`src/rtl/stopwatch_time_sender_if.sv`:
```
// Purpose: request/field inputs and UART TX byte stream of the stopwatch time sender.
// Latency: none, wiring only.
// Backpressure: carries the i_tx_ready/o_tx_valid handshake unchanged.
interface stopwatch_time_sender_if;
  logic       i_send;
  logic [4:0] i_hour;
  logic [5:0] i_min;
  logic [5:0] i_sec;
  logic [6:0] i_msec;
  logic [7:0] o_tx_data;
  logic       o_tx_valid;
  logic       i_tx_ready;
  logic       o_busy;
  logic       o_done;

  // Requester / UART side: drives request, fields and ready.
  modport master (
    output i_send, i_hour, i_min, i_sec, i_msec, i_tx_ready,
    input  o_tx_data, o_tx_valid, o_busy, o_done
  );

  // Sender side.
  modport slave (
    input  i_send, i_hour, i_min, i_sec, i_msec, i_tx_ready,
    output o_tx_data, o_tx_valid, o_busy, o_done
  );
endinterface

```
`src/rtl/stopwatch_time_sender.sv`:
```
// Purpose: snapshots hour/min/sec/centisec and streams "HH:MM:SS.CC[\r\n]" as ASCII bytes.
// Latency: first byte valid the cycle after the i_send edge; LAST+1 bytes then one DONE cycle.
// Backpressure: o_tx_valid/o_tx_data and the byte index hold while i_tx_ready is low.
module stopwatch_time_sender #(
  parameter bit SEND_CRLF = 1'b1,
  parameter int SAT_VALUE = 99
) (
  input logic                   clk,
  input logic                   rst,
  stopwatch_time_sender_if.slave sw_if
);

  localparam logic [3:0] LAST = SEND_CRLF ? 4'd12 : 4'd10;

  typedef enum logic [1:0] {
    IDLE = 2'd0,
    SEND = 2'd1,
    DONE = 2'd2
  } state_t;

  state_t     state_q, state_d;
  logic [3:0] idx_q, idx_d;
  logic [4:0] hour_q, hour_d;
  logic [5:0] min_q, min_d;
  logic [5:0] sec_q, sec_d;
  logic [6:0] msec_q, msec_d;
  logic [7:0] tx_byte;

  // Fields wider than two digits are replaced by the saturation value.
  function automatic logic [6:0] clamp(input logic [6:0] v);
    return (v > 7'd99) ? 7'(SAT_VALUE) : v;
  endfunction

  function automatic logic [7:0] tens_ascii(input logic [6:0] v);
    logic [6:0] c;
    c = clamp(v);
    return 8'h30 + {1'b0, c / 7'd10};
  endfunction

  function automatic logic [7:0] ones_ascii(input logic [6:0] v);
    logic [6:0] c;
    c = clamp(v);
    return 8'h30 + {1'b0, c % 7'd10};
  endfunction

  // State, index and snapshot registers; reset abandons any frame in flight.
  always_ff @(posedge clk or posedge rst) begin
    if (rst) begin
      state_q <= IDLE;
      idx_q   <= 4'd0;
      hour_q  <= 5'd0;
      min_q   <= 6'd0;
      sec_q   <= 6'd0;
      msec_q  <= 7'd0;
    end else begin
      state_q <= state_d;
      idx_q   <= idx_d;
      hour_q  <= hour_d;
      min_q   <= min_d;
      sec_q   <= sec_d;
      msec_q  <= msec_d;
    end
  end

  // Next state: capture on request in IDLE, advance index per accepted byte.
  always_comb begin
    state_d = state_q;
    idx_d   = idx_q;
    hour_d  = hour_q;
    min_d   = min_q;
    sec_d   = sec_q;
    msec_d  = msec_q;
    case (state_q)
      IDLE: begin
        if (sw_if.i_send) begin
          hour_d  = sw_if.i_hour;
          min_d   = sw_if.i_min;
          sec_d   = sw_if.i_sec;
          msec_d  = sw_if.i_msec;
          idx_d   = 4'd0;
          state_d = SEND;
        end
      end
      SEND: begin
        if (sw_if.i_tx_ready) begin
          if (idx_q == LAST) begin
            state_d = DONE;
          end else begin
            idx_d = idx_q + 4'd1;
          end
        end
      end
      DONE:    state_d = IDLE;
      default: state_d = IDLE;
    endcase
  end

  // Byte selected purely from snapshot and index.
  always_comb begin
    tx_byte = 8'h00;
    case (idx_q)
      4'd0:  tx_byte = tens_ascii({2'b00, hour_q});
      4'd1:  tx_byte = ones_ascii({2'b00, hour_q});
      4'd2:  tx_byte = 8'h3A;
      4'd3:  tx_byte = tens_ascii({1'b0, min_q});
      4'd4:  tx_byte = ones_ascii({1'b0, min_q});
      4'd5:  tx_byte = 8'h3A;
      4'd6:  tx_byte = tens_ascii({1'b0, sec_q});
      4'd7:  tx_byte = ones_ascii({1'b0, sec_q});
      4'd8:  tx_byte = 8'h2E;
      4'd9:  tx_byte = tens_ascii(msec_q);
      4'd10: tx_byte = ones_ascii(msec_q);
      4'd11: tx_byte = 8'h0D;
      4'd12: tx_byte = 8'h0A;
      default: tx_byte = 8'h00;
    endcase
  end

  assign sw_if.o_tx_valid = (state_q == SEND);
  assign sw_if.o_tx_data  = (state_q == SEND) ? tx_byte : 8'h00;
  assign sw_if.o_busy     = (state_q != IDLE);
  assign sw_if.o_done     = (state_q == DONE);

endmodule

```
`src/flat_wrapper.sv`:
```
// flat-port wrapper written by rule: the top's interface ports become plain ports
module stopwatch_time_sender_flat 
#(
  parameter bit SEND_CRLF = 1'b1,
  parameter int SAT_VALUE = 99
)
  (clk, rst, sw_if_i_send, sw_if_i_hour, sw_if_i_min, sw_if_i_sec, sw_if_i_msec, sw_if_i_tx_ready, sw_if_o_tx_data, sw_if_o_tx_valid, sw_if_o_busy, sw_if_o_done);
  stopwatch_time_sender_if sw_if_i ();
  input logic clk;
  input logic rst;
  input wire logic [$bits(sw_if_i.i_send)-1:0] sw_if_i_send;
  input wire logic [$bits(sw_if_i.i_hour)-1:0] sw_if_i_hour;
  input wire logic [$bits(sw_if_i.i_min)-1:0] sw_if_i_min;
  input wire logic [$bits(sw_if_i.i_sec)-1:0] sw_if_i_sec;
  input wire logic [$bits(sw_if_i.i_msec)-1:0] sw_if_i_msec;
  input wire logic [$bits(sw_if_i.i_tx_ready)-1:0] sw_if_i_tx_ready;
  output wire logic [$bits(sw_if_i.o_tx_data)-1:0] sw_if_o_tx_data;
  output wire logic [$bits(sw_if_i.o_tx_valid)-1:0] sw_if_o_tx_valid;
  output wire logic [$bits(sw_if_i.o_busy)-1:0] sw_if_o_busy;
  output wire logic [$bits(sw_if_i.o_done)-1:0] sw_if_o_done;
  assign sw_if_i.i_send = sw_if_i_send;
  assign sw_if_i.i_hour = sw_if_i_hour;
  assign sw_if_i.i_min = sw_if_i_min;
  assign sw_if_i.i_sec = sw_if_i_sec;
  assign sw_if_i.i_msec = sw_if_i_msec;
  assign sw_if_i.i_tx_ready = sw_if_i_tx_ready;
  assign sw_if_o_tx_data = sw_if_i.o_tx_data;
  assign sw_if_o_tx_valid = sw_if_i.o_tx_valid;
  assign sw_if_o_busy = sw_if_i.o_busy;
  assign sw_if_o_done = sw_if_i.o_done;
  stopwatch_time_sender #(.SEND_CRLF(SEND_CRLF), .SAT_VALUE(SAT_VALUE)) u_core (.clk(clk), .rst(rst), .sw_if(sw_if_i));
endmodule
```
`config.mk`:
```
export PLATFORM = sky130hd
export DESIGN_NAME = stopwatch_time_sender_flat
export DESIGN_NICKNAME = d
export VERILOG_FILES = /design/src/rtl/stopwatch_time_sender_if.sv /design/src/rtl/stopwatch_time_sender.sv /design/src/flat_wrapper.sv
export SDC_FILE = /design/constraint.sdc
export NUM_CORES = 1
export LEC_CHECK = 0
export ABC_AREA = 1
export BUFFER_PORTS_ARGS = -buffer_cell sky130_fd_sc_hd__buf_2
export CAP_MARGIN = 10
export CORE_MARGIN = 5
export CORE_UTILIZATION = 40
export CTS_CLUSTER_DIAMETER = 200
export DETAILED_ROUTE_END_ITERATION = 16
export PLACE_DENSITY = 0.61
export SLEW_MARGIN = 20
export SYNTH_ARGS = -nofsm -noshare
export SYNTH_HDL_FRONTEND = slang
export SYNTH_SLANG_ARGS = --single-unit
```
`constraint.sdc`:
```
create_clock -name clk -period 3.64 [get_ports clk]
set_input_delay 0.182 -clock clk [delete_from_list [all_inputs] [get_ports clk]]
set_output_delay 0.182 -clock clk [all_outputs]
set_load 0.01 [all_outputs]
```
# Word-level counts from Yosys, hierarchy flattened
# Cells that the tools add are included.
[totals]
register_bits = 30
in_bits = 28
out_inout_bits = 11
elab_cells = 65
[op_classes]
addsub = 9
div_mod_pow = 8
magnitude_cmp = 3
n_eq_ne = 18
n_mux = 13
reduce_logical = 8
[op_table]
columns = ["cell", "n"]
rows = [
  ["one-hot mux 8 bit (12 select lines)", 1],
  ["adder 6 x 7 -> 8 bit (first input constant)", 8],
  ["divider 7 x 4 -> 7 bit (second input constant)", 3],
  ["remainder unit 7 x 4 -> 7 bit (second input constant)", 3],
  ["two-way mux 7 bit", 3],
  ["equality test 4 bit (second input constant)", 5],
  ["equality test 4 x 3 -> 1 bit (second input constant)", 4],
  ["greater-than comparator 6 x 7 -> 1 bit (second input constant)", 2],
  ["two-way mux 4 bit", 3],
  ["equality test 4 x 2 -> 1 bit (second input constant)", 2],
  ["two-way mux 8 bit", 1],
  ["one-hot mux 4 bit (2 select lines)", 1],
  ["divider 5 x 4 -> 7 bit (second input constant)", 1],
  ["greater-than comparator 7 bit (second input constant)", 1],
  ["remainder unit 5 x 4 -> 7 bit (second input constant)", 1],
  ["two-way mux 2 bit", 3],
  ["!= test 2 bit (second input constant)", 3],
  ["adder 4 x 1 -> 4 bit (second input constant)", 1],
  ["equality test 4 x 1 -> 1 bit (second input constant)", 1],
  ["zero test 4 bit", 1],
  ["one-hot mux 2 bit (2 select lines)", 1],
  ["AND reduction 4 bit", 1],
  ["nonzero test 2 bit", 2],
  ["AND reduction 3 bit", 1],
  ["6 further kinds", 6],
]

# Longest topological paths before layout
[depth]
ltp_word = 6
mapped_depth = 33

# Worst setup path after synthesis
# No wires, ideal clock.
[synth_timing]
path_kind = "register to output"
from = "register u_core.msec_q[6]"
to = "output port sw_if_o_tx_data[7]"
arrival_ps = 3263
setup_slack_ps = 195
stages_incl_launch_ff = 28
cell_sequence = "dfrtp_1 -> nand2_2 -> nand2_2 -> inv_1 -> ha_1 -> o21ai_4 -> nand2_1 -> nand2_2 -> ha_1 -> inv_1 -> nand3_2 -> nand2_2 -> nand3_1 -> nand3_4 -> nand2_4 -> nand4_1 -> nand2_2 -> inv_2 -> ha_1 -> inv_1 -> nand3_1 -> nand2_2 -> inv_1 -> nand3_2 -> nand4_1 -> nand2_2 -> nor2_4 -> nor3_1"
[synth_between]
elab_chain_cells = 6
word_cells_on_any_way = 8
[synth_lines]
columns = ["element", "line", "source"]
rows = [
  ["start, declared", "stopwatch_time_sender.sv:26", "logic [6:0] msec_q, msec_d;"],
  ["start signal, assigned", "stopwatch_time_sender.sv:61", "msec_q <= msec_d;"],
  ["greater-than comparator 7 bit", "stopwatch_time_sender.sv:31", "return (v > 7'd99) ? 7'(SAT_VALUE) : v;"],
  ["two-way mux 7 bit (*)", "stopwatch_time_sender.sv:31", ""],
  ["remainder unit 7 x 4 -> 7 bit / divider 7 x 4 -> 7 bit (equally long branches)", "stopwatch_time_sender.sv:43, stopwatch_time_sender.sv:37", ""],
  ["adder 6 x 7 -> 8 bit (on tied branches)", "stopwatch_time_sender.sv:43, stopwatch_time_sender.sv:37", ""],
  ["one-hot mux 8 bit (12 select lines) (*)", "stopwatch_time_sender.sv:101", "case (idx_q)"],
  ["two-way mux 8 bit (*)", "stopwatch_time_sender.sv:120", "assign sw_if.o_tx_data = (state_q == SEND) ? tx_byte : 8'h00;"],
  ["end, declared", "flat_wrapper.sv:17", "output wire logic [$bits(sw_if_i.o_tx_data)-1:0] sw_if_o_tx_data;"],
]
# Every way passes the cells marked *; elsewhere a longest branch is shown, timed or not.

# Worst setup path after layout
[layout_timing]
from = "register u_core.msec_q[5]"
to = "output port sw_if_o_tx_data[5]"
# The elaborated chain is that of the path after synthesis.

==> flow_metrics.tcl <==
set metrics [dict create \
    status "finished, violations left" \
    violations "setup timing" \
    antenna_cells 0 \
    hold_class "in2reg" \
    drtAntennaViolNets 0 \
    post-route-period-util_pct 104 \
    synth_area_leader_cell "dfrtp_1" \
    yosysSeqAreaShare_pct 23.5 \
    ys_ff_latch 30 \
    syn_nets 539 \
    fillerInstances 810 \
    nNetsFinal 616 \
    synth_area_um2 3200 \
    max_freq_ghz 0.264 \
    htree_num_levels 2 \
    finalWeightedCongestion 0.883 \
    arrival_ns 3.60 \
    hpwl_mm 6.56 \
    viasPerCell 5.02 \
    grtUsageTotal_pct 18.1 \
    clockBufferDepth 2 \
    fp.dieH_um 99.4 \
    root_buffer "clkbuf_8" \
    via_count 3382 \
    ios 39 \
    drt_first_pass_iters 4 \
    timing.rr.start "u_core.state_q[1]" \
    cp-end-kind "output port" \
    fin_ws_ns -0.142 \
    rows 32 \
    cts_tree "yes" \
    slew_headroom_pct 57.7 \
    syn_avg_cell_area_um2 6.47 \
    syn2layout_area_growth_pct 26.5 \
    drive_gt1_share_pct 31.1 \
    r2r_slack_ns 1.66 \
    critPathMostFrequentCell "nand2_2" \
    io_buffer_count 38 \
    period_minus_slack_ns 3.78 \
    tightest_slew_ns 0.632 \
    worst_clock_skew_ns 0.00610 \
    setup_tns_ns -0.664 \
    hp-start "sw_if_i_msec[3]" \
    insertion_delay_ns 0.29 \
    synth_cells 494 \
    cp.required_ns 3.46 \
    crit_path_start "u_core.msec_q[5]" \
    grt_pass1_wl_mm 14.9 \
    ys.warnings.count 0 \
    antenna_found_initial 0 \
    drv_slew 0 \
    numCtsBuffers 5 \
    crit_end "sw_if_o_tx_data[5]" \
    drc 0 \
    rr_worst_depth 9 \
    rsz0062_at_grt "yes" \
    yosysTopAreaCellShare_pct 23.5 \
    ys.flop_type "dfrtp_1" \
    wl_mm 8.95 \
    ff_latch_area_um2 751 \
    drt_iter0_markers 125 \
    cap_violations 0 \
    rr_endpoint "u_core.idx_q[2]" \
    core_area_um2 7770 \
    grt_pass1_vias 3247 \
    crit_slowest_cell "dfrtp_1" \
    multi_input_area_um2 2260 \
    grt_start_max_net_pins 42 \
    synth_edf_count 0 \
    hold_viol_final 0 \
    grt_overflow 0 \
    synth.distinct_cells 42 \
    cpPeakStageDelay_ns 0.40 \
    setup_viol 7 \
    wire_per_inst_um 13.3 \
    clk_pin_slew_ns 0.07 \
    critPathMaxFanout 4 \
    start_util_pct 41.1 \
    dieArea_um2 9880 \
    clock_sink_count 30 \
    netlist_top_cells_area "dfrtp_1 23%, nand2_1 15%, inv_1 8.9%, ha_1 6.7%, o21ai_0 6.1%" \
    die_w_um 99.4 \
    synth-async-reset-ratio_pct 100 \
    critPathKind "reg2out" \
    cp-start-kind "flip-flop" \
]
-- synthesized netlist by cell type, drive strengths merged (2+ instances only) --
| library cell | n |
|---|---|
| a21oi | 14 |
| o211ai | 4 |
| clkbuf | 4 |
| o21ai | 48 |
| a21boi | 2 |
| or2 | 4 |
| ha | 17 |
| o22ai | 2 |
| xor2 | 6 |
| nand4 | 15 |
| nand2 | 152 |
| a221oi | 2 |
| a31oi | 4 |
| xnor2 | 2 |
| a211oi | 2 |
| nand3 | 30 |
| inv | 87 |
| o21bai | 2 |
| nor3 | 6 |
| dfrtp | 30 |
| nor2 | 55 |
-- cells in the final DEF, fill, tap and decap left out, drive strengths merged, types with 14 or more instances in the layout --
cell,n
nand3,30
nand4,15
nor2,55
inv,87
nand2,152
a21oi,14
o21ai,48
dfrtp,30
ha,17
buf,73
-- how the worst min path moves through the flow --
stage | end | slack [ns] | depth (start not counted)
after floorplan | u_core.hour_q[0] | 0.27 | 1
after global routing | u_core.hour_q[3] | 0.09 | 3
after CTS | u_core.hour_q[3] | 0.09 | 3
after global placement | u_core.hour_q[2] | 0.28 | 3
after detailed placement | u_core.hour_q[2] | 0.30 | 3
final | u_core.msec_q[3] | 0.1 | 3
-- state kept, by name, summed over array words and instances, names as in the netlist --
signal	flops
u_core.hour_q	5
u_core.min_q	6
u_core.idx_q	4
u_core.sec_q	6
u_core.msec_q	7
u_core.state_q	2
-- logic make-up (layout without fill, tap and decap cells) --
kind of cell | after synthesis | after routing | synth area share [%]
compound gates | 84 | 84 | 16.7
xor+xnor | 8 | 8 | 2.43
fa+ha+maj | 17 | 17 | 6.66
buf+inv | 91 | 169 | 10.7
flops | 30 | 30 | 23.5
simple gates | 264 | 264 | 40.1
-- worst max-delay path: cells and delay by family (launching register included) --
family,cells,cell delay (ns)
and+or+nand+nor,20,1.82
buffers and inverters,6,0.45
adders and majority gates,3,0.47
DFF,1,0.40
AOI/OAI and AO/OA,2,0.16
-- cell type report --
type                            instances  area share [%]
Timing Repair Buffer                   74            11.5
Sequential cell                        30            18.6
Multi-Input combinational cell        373            56.0
Tap cell                              102            3.16
Clock inverter                          3           0.990
Inverter                               87            8.14
Clock buffer                            5            1.70
-- timing repair --
item	in CTS	in global routing
hold endpoints to repair	30	0
setup endpoints to repair	8	8
hold buffers	1	0
cloned	0	0
pin swaps	21	24
gates resized for setup	15	26
buffers inserted	25	6
-- per-stage QoR --
stage               instances  utilization, %  hold WS [ns]  instance area [um2]  setup WS, ns
floorplan                 494               -         0.273                 3200         0.195
global placement          635            45.6         0.283                 3540        0.0988
detailed placement        635            45.6         0.296                 3540       -0.0769
CTS                       668            50.2        0.0925                 3900       -0.0318
global route              674            52.0        0.0901                 4040        -0.378
finish                    674            52.0        0.0976                 4040        -0.142
-- per-layer routing --
metal / track usage (%) / wire (um) / vias up
li1: - / - / 1750
met1: 24.8 / 4330 / 1561
met2: 30.3 / 4170 / 55
met3: 2.66 / 319 / 16
met4: 4.10 / 127 / 0
met5: 0 / 0 / -
Power is left out: the tool's default activity adds up to more than one toggle a clock period on the data nets, which glitch-free logic cannot reach.
